$ cat src/rtl/bram_ring_reader.sv
// ============================================================================
// Module  : bram_ring_reader
// Purpose : Drains a BRAM word ring in order onto a valid/ready stream.
// Revision: 1.0
// ============================================================================
`default_nettype none

module bram_ring_reader #(
  parameter int BRAM_DEPTH_WORDS = 16384,
  parameter int PREFETCH_DEPTH   = 4,
  parameter int OVERRUN_MARGIN   = 16
) (
  input  logic        clk,
  input  logic        rstn,
  input  logic        enable,
  input  logic        flush,
  input  logic        clear_overrun,
  input  logic [13:0] write_address,
  output logic [15:0] bram_addr,
  input  logic [31:0] bram_dout,
  output logic        bram_en,
  output logic [3:0]  bram_we,
  output logic        bram_clk,
  output logic        bram_rst,
  output logic [31:0] m_tdata,
  output logic        m_tvalid,
  input  logic        m_tready,
  output logic [13:0] read_address,
  output logic [14:0] words_available,
  output logic        overrun
);

  localparam int c_PW          = $clog2(PREFETCH_DEPTH);
  localparam int c_LAST_INT    = BRAM_DEPTH_WORDS - 1;
  localparam int c_OVR_TH_INT  = (BRAM_DEPTH_WORDS > OVERRUN_MARGIN) ?
                                 (BRAM_DEPTH_WORDS - OVERRUN_MARGIN) : 0;

  localparam logic [14:0]     c_DEPTH      = BRAM_DEPTH_WORDS[14:0];
  localparam logic [13:0]     c_LAST       = c_LAST_INT[13:0];
  localparam logic [14:0]     c_OVR_TH     = c_OVR_TH_INT[14:0];
  localparam logic [c_PW+1:0] c_FIFO_DEPTH = PREFETCH_DEPTH[c_PW+1:0];
  localparam logic [c_PW-1:0] c_PTR_ONE    = c_PW'(1);
  localparam logic [c_PW:0]   c_CNT_ONE    = (c_PW + 1)'(1);

  logic [13:0]     r_wr_q;
  logic [13:0]     r_rd_ptr;
  logic [14:0]     r_words_avail;
  logic            r_bram_en;
  logic [15:0]     r_bram_addr;
  logic            r_overrun;

  logic [31:0]     r_fifo_mem [PREFETCH_DEPTH];
  logic [c_PW-1:0] r_fifo_wptr;
  logic [c_PW-1:0] r_fifo_rptr;
  logic [c_PW:0]   r_fifo_count;

  logic [14:0]     w_diff;
  logic [14:0]     w_gap;
  logic [c_PW+1:0] w_credit_used;
  logic [13:0]     w_rd_ptr_inc;
  logic            w_issue;
  logic            w_push;
  logic            w_pop;
  logic            w_fifo_nempty;
  logic            w_ovr_set;

  // Ring occupancy without assuming a power-of-two depth.
  assign w_diff = {1'b0, r_wr_q} - {1'b0, r_rd_ptr};
  assign w_gap  = (r_wr_q >= r_rd_ptr) ? w_diff : (w_diff + c_DEPTH);

  // Credits: buffered words plus the read whose data lands at the next edge.
  assign w_credit_used = {1'b0, r_fifo_count} + {{(c_PW + 1){1'b0}}, r_bram_en};
  assign w_issue       = enable & ~flush & (w_gap != 15'd0) &
                         (w_credit_used < c_FIFO_DEPTH);

  assign w_rd_ptr_inc  = (r_rd_ptr >= c_LAST) ? 14'd0 : (r_rd_ptr + 14'd1);
  assign w_fifo_nempty = (r_fifo_count != '0);
  assign w_push        = r_bram_en & ~flush;
  assign w_pop         = w_fifo_nempty & m_tready & ~flush;
  assign w_ovr_set     = (w_gap >= c_OVR_TH);

  always_ff @(posedge clk or negedge rstn) begin
    if (!rstn) begin
      r_wr_q        <= 14'd0;
      r_rd_ptr      <= 14'd0;
      r_words_avail <= 15'd0;
      r_bram_en     <= 1'b0;
      r_bram_addr   <= 16'd0;
      r_overrun     <= 1'b0;
    end else begin
      r_wr_q        <= write_address;
      r_words_avail <= w_gap;
      r_bram_en     <= w_issue;
      if (flush) begin
        r_rd_ptr <= r_wr_q;
      end else if (w_issue) begin
        r_rd_ptr    <= w_rd_ptr_inc;
        r_bram_addr <= {r_rd_ptr, 2'b00};
      end
      // Set wins over a coincident clear.
      if (w_ovr_set) begin
        r_overrun <= 1'b1;
      end else if (clear_overrun) begin
        r_overrun <= 1'b0;
      end
    end
  end

  always_ff @(posedge clk or negedge rstn) begin
    if (!rstn) begin
      r_fifo_wptr  <= '0;
      r_fifo_rptr  <= '0;
      r_fifo_count <= '0;
    end else if (flush) begin
      r_fifo_wptr  <= '0;
      r_fifo_rptr  <= '0;
      r_fifo_count <= '0;
    end else begin
      if (w_push) begin
        r_fifo_wptr <= r_fifo_wptr + c_PTR_ONE;
      end
      if (w_pop) begin
        r_fifo_rptr <= r_fifo_rptr + c_PTR_ONE;
      end
      case ({w_push, w_pop})
        2'b10:   r_fifo_count <= r_fifo_count + c_CNT_ONE;
        2'b01:   r_fifo_count <= r_fifo_count - c_CNT_ONE;
        default: r_fifo_count <= r_fifo_count;
      endcase
    end
  end

  always_ff @(posedge clk) begin
    if (w_push) begin
      r_fifo_mem[r_fifo_wptr] <= bram_dout;
    end
  end

  assign m_tvalid        = w_fifo_nempty;
  assign m_tdata         = w_fifo_nempty ? r_fifo_mem[r_fifo_rptr] : 32'd0;
  assign bram_en         = r_bram_en;
  assign bram_addr       = r_bram_addr;
  assign bram_we         = 4'b0000;
  assign bram_clk        = clk;
  assign bram_rst        = ~rstn;
  assign read_address    = r_rd_ptr;
  assign words_available = r_words_avail;
  assign overrun         = r_overrun;

endmodule

`default_nettype wire

$ cat config.mk
export PLATFORM = sky130hd
export DESIGN_NAME = bram_ring_reader
export DESIGN_NICKNAME = d
export VERILOG_FILES = /design/src/rtl/bram_ring_reader.sv
export SDC_FILE = /design/constraint.sdc
export NUM_CORES = 1
export LEC_CHECK = 0
export ABC_AREA = 1
export CORE_MARGIN = 4
export CORE_UTILIZATION = 25
export CTS_BUF_LIST = sky130_fd_sc_hd__clkbuf_2
export CTS_CLUSTER_DIAMETER = 80
export DETAILED_ROUTE_END_ITERATION = 12
export RECOVER_POWER = 25
export SYNTH_ARGS = -nofsm -noshare
export SYNTH_HDL_FRONTEND = slang
export SYNTH_SLANG_ARGS = --single-unit
$ cat constraint.sdc
create_clock -name clk -period 2.35 [get_ports clk]
set_clock_uncertainty 0.15 [all_clocks]
set_input_delay 0.235 -clock clk [delete_from_list [all_inputs] [get_ports clk]]
set_output_delay 0.235 -clock clk [all_outputs]
set_load 0.01 [all_outputs]
; Word level (Yosys, flattened, before mapping)
; Memories as Yosys holds them, arrays and structs flattened.
; Cells that the tools add are included.
[totals]
mem_count = 1
output_inout_bits = 86
wordCells = 55
in_bits = 52
ram_bits = 128
register_bits = 66
[memory_table]
columns = name, words, width, rd, rd_ports_with_merged_regs, wr, line_no
row1 = r_fifo_mem, 4, 32, 1, 0, 1, 52  ; logic [31:0] r_fifo_mem [PREFETCH_DEPTH];
[classes]
bitwise_logic = 8
n_reduce_logical = 8
n_eq_ne = 2
magnitude_cmp = 4
n_addsub = 8
mux = 15
[ops]
columns = cell, n
row1 = 14-bit 2-to-1 mux, 3
row2 = 32-bit 2-to-1 mux, 1
row3 = 15-bit adder (second input constant), 1
row4 = 15-bit by 14-bit >= comparator with 1-bit output (second input constant), 1
row5 = 15-bit 2-to-1 mux, 1
row6 = 15-bit nonzero test, 1
row7 = 14-bit by 14-bit subtractor with 15-bit output, 1
row8 = 14-bit by 1-bit adder with 14-bit output (second input constant), 1
row9 = 14-bit >= comparator, 1
row10 = 14-bit >= comparator (second input constant), 1
row11 = 2-bit 2-to-1 mux, 4
row12 = 2-bit nonzero test, 4
row13 = 1-bit AND, 6
row14 = 3-bit one-hot mux with 2 select lines, 1
row15 = 3-bit nonzero test, 2
row16 = 2-bit by 1-bit adder with 2-bit output (second input constant), 2
row17 = 3-bit by 1-bit adder with 4-bit output, 1
row18 = 4-bit by 3-bit less-than comparator with 1-bit output (second input constant), 1
row19 = 1-bit 2-to-1 mux, 4
row20 = 3-bit by 1-bit adder with 3-bit output (second input constant), 1
row21 = 3-bit 2-to-1 mux, 1
row22 = 3-bit by 1-bit subtractor with 3-bit output (second input constant), 1
row23 = 2-bit by 1-bit equality test with 1-bit output (second input constant), 1
row24 = 2-bit equality test (second input constant), 1
row25 = other kinds (2), 3

; Depth between registers and ports, before layout
; Gate-level depths: netlist of run 1.
[logic_depth]
depth_word = 8
mapped_depth = 19
mapped_depth_nobuf = 18

==> results.cfg, run 1 <==
[detailed_routing]
drtAntennaViolNets = 0
drtIter0Drc = 503
wl_mm = 27.2
via_count = 7333
dr.pass1.iters = 5
via_per_inst = 4.43
drc = 0
wl_per_cell_um = 16.4

[power]
seqPwrFrac_pct = 36.2
p_sw_mw = 4.48
power_leakage_nw = 5.57
internal-power_mw = 7.26
p_clk_share_pct = 14.7
ir_worst_vdd_uv = 544
switching_share_pct = 38.1
comb_power_share_pct = 49.1
p_per_area_mw_per_mm2 = 884

[timing]
setup_tns_ps = -15970
period_share_pct = 115
final_max_slew_viol_count = 0
finalSetupViolCount = 61
hold_ws_ps = 261
worst_slack_ps = -346
worst_pin_slew_ps = 833
period_needed_ps = 2700
rsz0062_at_grt = yes
hold_viol = 0
slew_headroom_pct = 44.5
fmax_mhz = 371

[floorplan]
dieArea_mm2 = 0.0378
rows = 68
ios = 138
start_util_pct = 25.3
die_w_um = 194
core_area_mm2 = 0.0344
die_h_um = 194

[global_routing]
grt_pass1_vias = 7255
grt_max_degree = 67
antenna_found_initial = 1
grt_pass1_wl_mm = 40.6
track_usage_pct = 13.6
overflow = 0

[clock_network]
clkTransAtPathRegs_ps = 270
cts_tree = yes
clk_latency_ps = 850

[critical_path]
reg2reg_slack_ps = -330
crit_top_cell = buf_6
crit_path_end_kind = primary output
arrival_ps = 2310
crit_type = flip-flop to primary output
cp_data_required_time_ps = 1970
crit_path_start_kind = flip-flop
cp_slowest_cell = dfrtp_2
critPathMaxStageDelay_ps = 440
cp_max_fo = 8
path_cells = buf_6 -> clkinvlp_4 -> buf_8 -> buf_12 -> buf_6 -> o21ai_2 -> a21oi_1 -> buf_2

[placed_design]
io_buffers = 131
dp_slack_ps = -199
place_area_mm2 = 0.0112
globalplace.congestion = 0.874
dp_hpwl_mm = 15.8

[layout]
n_antenna_cell = 0
final_common_cell = nand2_1
drive_above_1_share_pct = 30.1
layout_common_cells = 133 x nand2_1, 128 x edfxtp_1, 118 x nor2_1
postLayoutCellArea_mm2 = 0.0133
area_delta_synth_final_pct = 52.8
layout.nets = 1261

[status]
status = finished, violations left
violations = negative setup slack

[synthesis]
syn-cell-area_mm2 = 0.00869
yosysTopAreaCell = edfxtp_1
synth-edff-count = 128
syn_inst = 882
ys_types = 34
synth_top_area_share_pct = 44.2
synth_seq_cells = 194
async_flop_share_pct = 34.0
synth_area_leaders = edfxtp_1 44%, dfrtp_1 19%, nand2_1 7.1%
yosys_warnings = 0
seq_area_frac_synth_pct = 63.2
syn-mean-instance-area_um2 = 9.85
synth_flop_cell = edfxtp_1

[hold_path]
hold_class = input port to flip-flop

[job]
max_cap_violations = 0
==> state kept, by name (all words and copies together), names as in the netlist, 2 cells and up <==
register / count
r_fifo_mem: 128
words_available: 15
bram_addr: 14
r_wr_q: 14
read_address: 14
r_fifo_count: 3
r_fifo_rptr: 2
r_fifo_wptr: 2
==> critical path, delay by kind of cell, from the launching register on <==
kind,cells,cell delay (ps)
buf+inv,6,810
flops,1,440
compound gates,2,210
==> cell usage after synthesis, drive strengths merged, types with 2 or more instances <==
cell type  number
a21oi          44
a31oi           3
buf            14
clkbuf         26
clkinv          2
dfrtp          66
edfxtp        128
fa              2
ha             19
inv            83
nand2         169
nand3          40
nand3b          3
nand4          11
nor2          160
nor3            4
o21ai          93
or2             2
xnor2           3
xor2            4
==> final timing paths <==
check	start	endpoint	cells past startpoint
hold / removal	enable	bram_en	7
min in group asynchronous	rstn	words_available[14]	4
hold reg to reg	bram_addr[4]	bram_addr[4]	2
setup / recovery	r_fifo_rptr[0]	m_tdata[8]	8
setup reg to reg	read_address[0]	read_address[12]	18
max in group asynchronous	rstn	read_address[2]	4
==> power by group through the flow <==
stage | Sequential, mW | Combinational, mW | Clock, mW
2_1_floorplan | 4.42 | 1.89 | 0.0351
6_report | 4.25 | 5.76 | 1.72
5_1_grt | 4.29 | 6.24 | 1.96
3_3_place_gp | 4.30 | 4.56 | 0.0433
4_1_cts | 4.24 | 5.26 | 1.80
3_5_place_dp | 4.29 | 4.58 | 0.0433
==> cell type report <==
cell class | count | area, µm²
Sequential cell | 194 | 5500
Clock inverter | 14 | 143
Inverter | 85 | 325
Timing Repair Buffer | 317 | 3210
Clock buffer | 22 | 115
Fill cell | 3348 | 21100
Multi-Input combinational cell | 569 | 3400
Tap cell | 455 | 569
==> what timing repair did <==
item,CTS,global route
buffers inserted,29,14
gates resized for setup,279,131
endpoints found under the hold margin,213,0
pin swaps,38,65
cloned,14,4
setup endpoints to repair,81,74
hold buffers,51,0
==> per-layer routing <==
layer	wire [µm]	track usage (%)	share of wire, %
met3	1560	3.28	5.7
met1	11700	17.3	43
met4	420	3.44	1.5
met2	13600	23.5	50
met5	13	0	0.048
==> cell families after synthesis <==
group / synth area share [%]
other: 0.0432
adders and majority gates: 3.20
and+or+nand+nor: 18.4
xor gates and xnor gates: 0.706
AOI/OAI and AO/OA: 8.44
DFF: 63.2
buffers and inverters: 5.96
==> metrics by stage <==
| step | total power, mW | std cells | util (%) |
|---|---|---|---|
| floorplan | 6.35 | 887 | - |
| global placement | 8.90 | 1515 | 32.6 |
| detailed placement | 8.91 | 1515 | 32.6 |
| CTS | 11.3 | 1644 | 37.1 |
| global route | 12.5 | 1656 | 38.6 |
| finish | 11.7 | 1656 | 38.6 |
No activity file was read; power rests on OpenSTA's default activity.
==> run 2, diff against run 1 <==
--- a/config.mk
+++ b/config.mk
@@ -13,2 +13,3 @@
 export DETAILED_ROUTE_END_ITERATION = 12
+export GPL_ROUTABILITY_DRIVEN = 0
 export RECOVER_POWER = 25
--- a/constraint.sdc
+++ b/constraint.sdc
@@ -4,2 +4,2 @@
 set_output_delay 0.235 -clock clk [all_outputs]
-set_load 0.01 [all_outputs]
+set_load 0.05 [all_outputs]
==> run 2 against run 1 <==
Compared with the run above:
- the run still ends with negative setup slack left
- flip-flop and latch count unchanged
- worst setup slack worse by 34 ps
- largest cell class unchanged
- core utilization up 0.066 points
- critical endpoint is now m_tdata[31]
==> results.cfg, run 2 (same netlist as run 1, synthesis figures left out) <==
[timing]
period_share_pct = 116
final_max_slew_viol_count = 0
rsz0062_at_grt = yes
period_needed_ps = 2730
fmax_mhz = 366
worst_slack_ps = -380
finalSetupViolCount = 61
hold_viol = 0
slew_headroom_pct = 37.1
worst_pin_slew_ps = 940

[power]
comb_power_share_pct = 58.7
p_per_area_mw_per_mm2 = 1080
p_clk_share_pct = 11.6
internal-power_mw = 7.78
switching_share_pct = 45.9
power_leakage_nw = 5.43
finalPower_mw = 14.4
p_sw_mw = 6.60
ir_worst_vdd_uv = 657
seqPwrFrac_pct = 29.7

[critical_path]
cp_max_fo = 10
r2r_cells = 16
crit_path_start_kind = flip-flop
cp_data_required_time_ps = 1970
crit_type = flip-flop to primary output
path_cells = buf_12 -> buf_16 -> nor2_1 -> nor2_1 -> o21ai_0 -> a21oi_1 -> clkbuf_16
critPathMaxStageDelay_ps = 480
arrival_ps = 2350
cp_slowest_cell = dfrtp_2
crit_path_end_kind = primary output
crit_top_cell = nor2_1

[floorplan]
ios = 138
dieArea_mm2 = 0.0378
die_w_um = 194
die_h_um = 194
rows = 68
core_area_mm2 = 0.0344
start_util_pct = 25.3

[placed_design]
post-place-cells = 1517
dp_hpwl_mm = 16.3
place_area_mm2 = 0.0115
dp_slack_ps = -135
io_buffers = 131

[status]
violations = negative setup slack
status = finished, violations left

[layout]
area_delta_synth_final_pct = 53.0
layout_common_cells = 143 x nor2_1, 131 x nand2_1, 128 x edfxtp_1
multi_input_comb_area_mm2 = 0.00332
drive_above_1_share_pct = 30.2
final_common_cell = nor2_1
instances_no_fill = 1631
postLayoutCellArea_mm2 = 0.0133
fill_cells = 3342
largest_reg_flops = 128
layout.nets = 1236
top_register = r_fifo_mem
seq_area_mm2 = 0.00552

[global_routing]
grt_pass1_wl_mm = 40.3
antenna_found_initial = 0
grt_pass1_vias = 7316
grt_max_degree = 67
track_usage_pct = 13.5
overflow = 0

[job]
max_cap_violations = 0

[detailed_routing]
drtAntennaViolNets = 0
drtIter0Drc = 438
dr.pass1.iters = 4
via_per_inst = 4.41
via_count = 7197
drc = 0
wl_per_cell_um = 16.1
wl_mm = 26.2

[hold_path]
worstHoldPathCells = 7
hold_class = input port to flip-flop

[clock_network]
cts_tree = yes
clk_latency_ps = 860
clkTransAtPathRegs_ps = 290
==> run 2: repair_timing <==
item                                   in CTS  in global routing
buffers inserted                           15                  5
setup endpoints to repair                 108                 75
pin swaps                                  26                 42
endpoints found under the hold margin     216                  0
hold buffers                               52                  0
resized for setup                         175                123
gates cloned                               10                  3
==> run 2: path summary, 6_finish.rpt <==
kind	from	endpoint	slack [ps]
max	r_fifo_rptr[0]	m_tdata[31]	-380
max in group asynchronous	rstn	bram_en	1340
max reg2reg	read_address[0]	bram_addr[4]	-340
min reg2reg	bram_addr[5]	bram_addr[5]	390
min in group asynchronous	rstn	read_address[7]	360
min	enable	read_address[2]	250
==> run 2: area by class of cell <==
type	instances	share of cell area, %
well taps	455	4.28
diodes	1	0.0188
multi-input cells	570	25.0
repair buffers	291	25.0
flip-flops and latches	194	41.5
inverters	85	2.46
clock buffers	21	0.819
clock inverters	14	0.969
==> run 2: per-stage QoR <==
step | hold slack, ps | utilization, % | setup TNS, ps
2_1_floorplan | -211 | - | -64280
3_5_place_dp | 180 | 33.6 | -2860
3_3_place_gp | 187 | 33.6 | -2160
5_1_grt | 199 | 38.7 | -26700
4_1_cts | 72.4 | 37.7 | -19340
6_report | 247 | 38.7 | -17510
==> run 2: critical path, delay by kind of cell, from the launching register on <==
kind                   cells  cell delay (ps)
buffers and inverters      3              520
AND/OR/NAND/NOR            2              120
flip-flops                 1              480
AO/OA/AOI/OAI              2              360
==> run 2: power by group through the flow <==
stage | clock network (mW) | logic (mW) | registers (mW)
after CTS | 1.74 | 8.15 | 4.24
after detailed placement | 0.0982 | 7.50 | 4.34
final | 1.68 | 8.44 | 4.27
after global placement | 0.0982 | 7.48 | 4.34
after floorplan | 0.0917 | 3.06 | 5.27
after global routing | 1.89 | 8.91 | 4.32
==> run 2: per-layer routing <==
layer  global-route usage, %  share of wire (%)  routed length (µm)  vias to the layer above
met5                       0                  0                   0                        -
met1                    17.8                 44               11600                     3449
met3                    3.26                6.2                1630                       21
li1                        -                  -                   -                     3487
met2                    23.0                 48               12700                      240
met4                    2.55                1.1                 290                        0
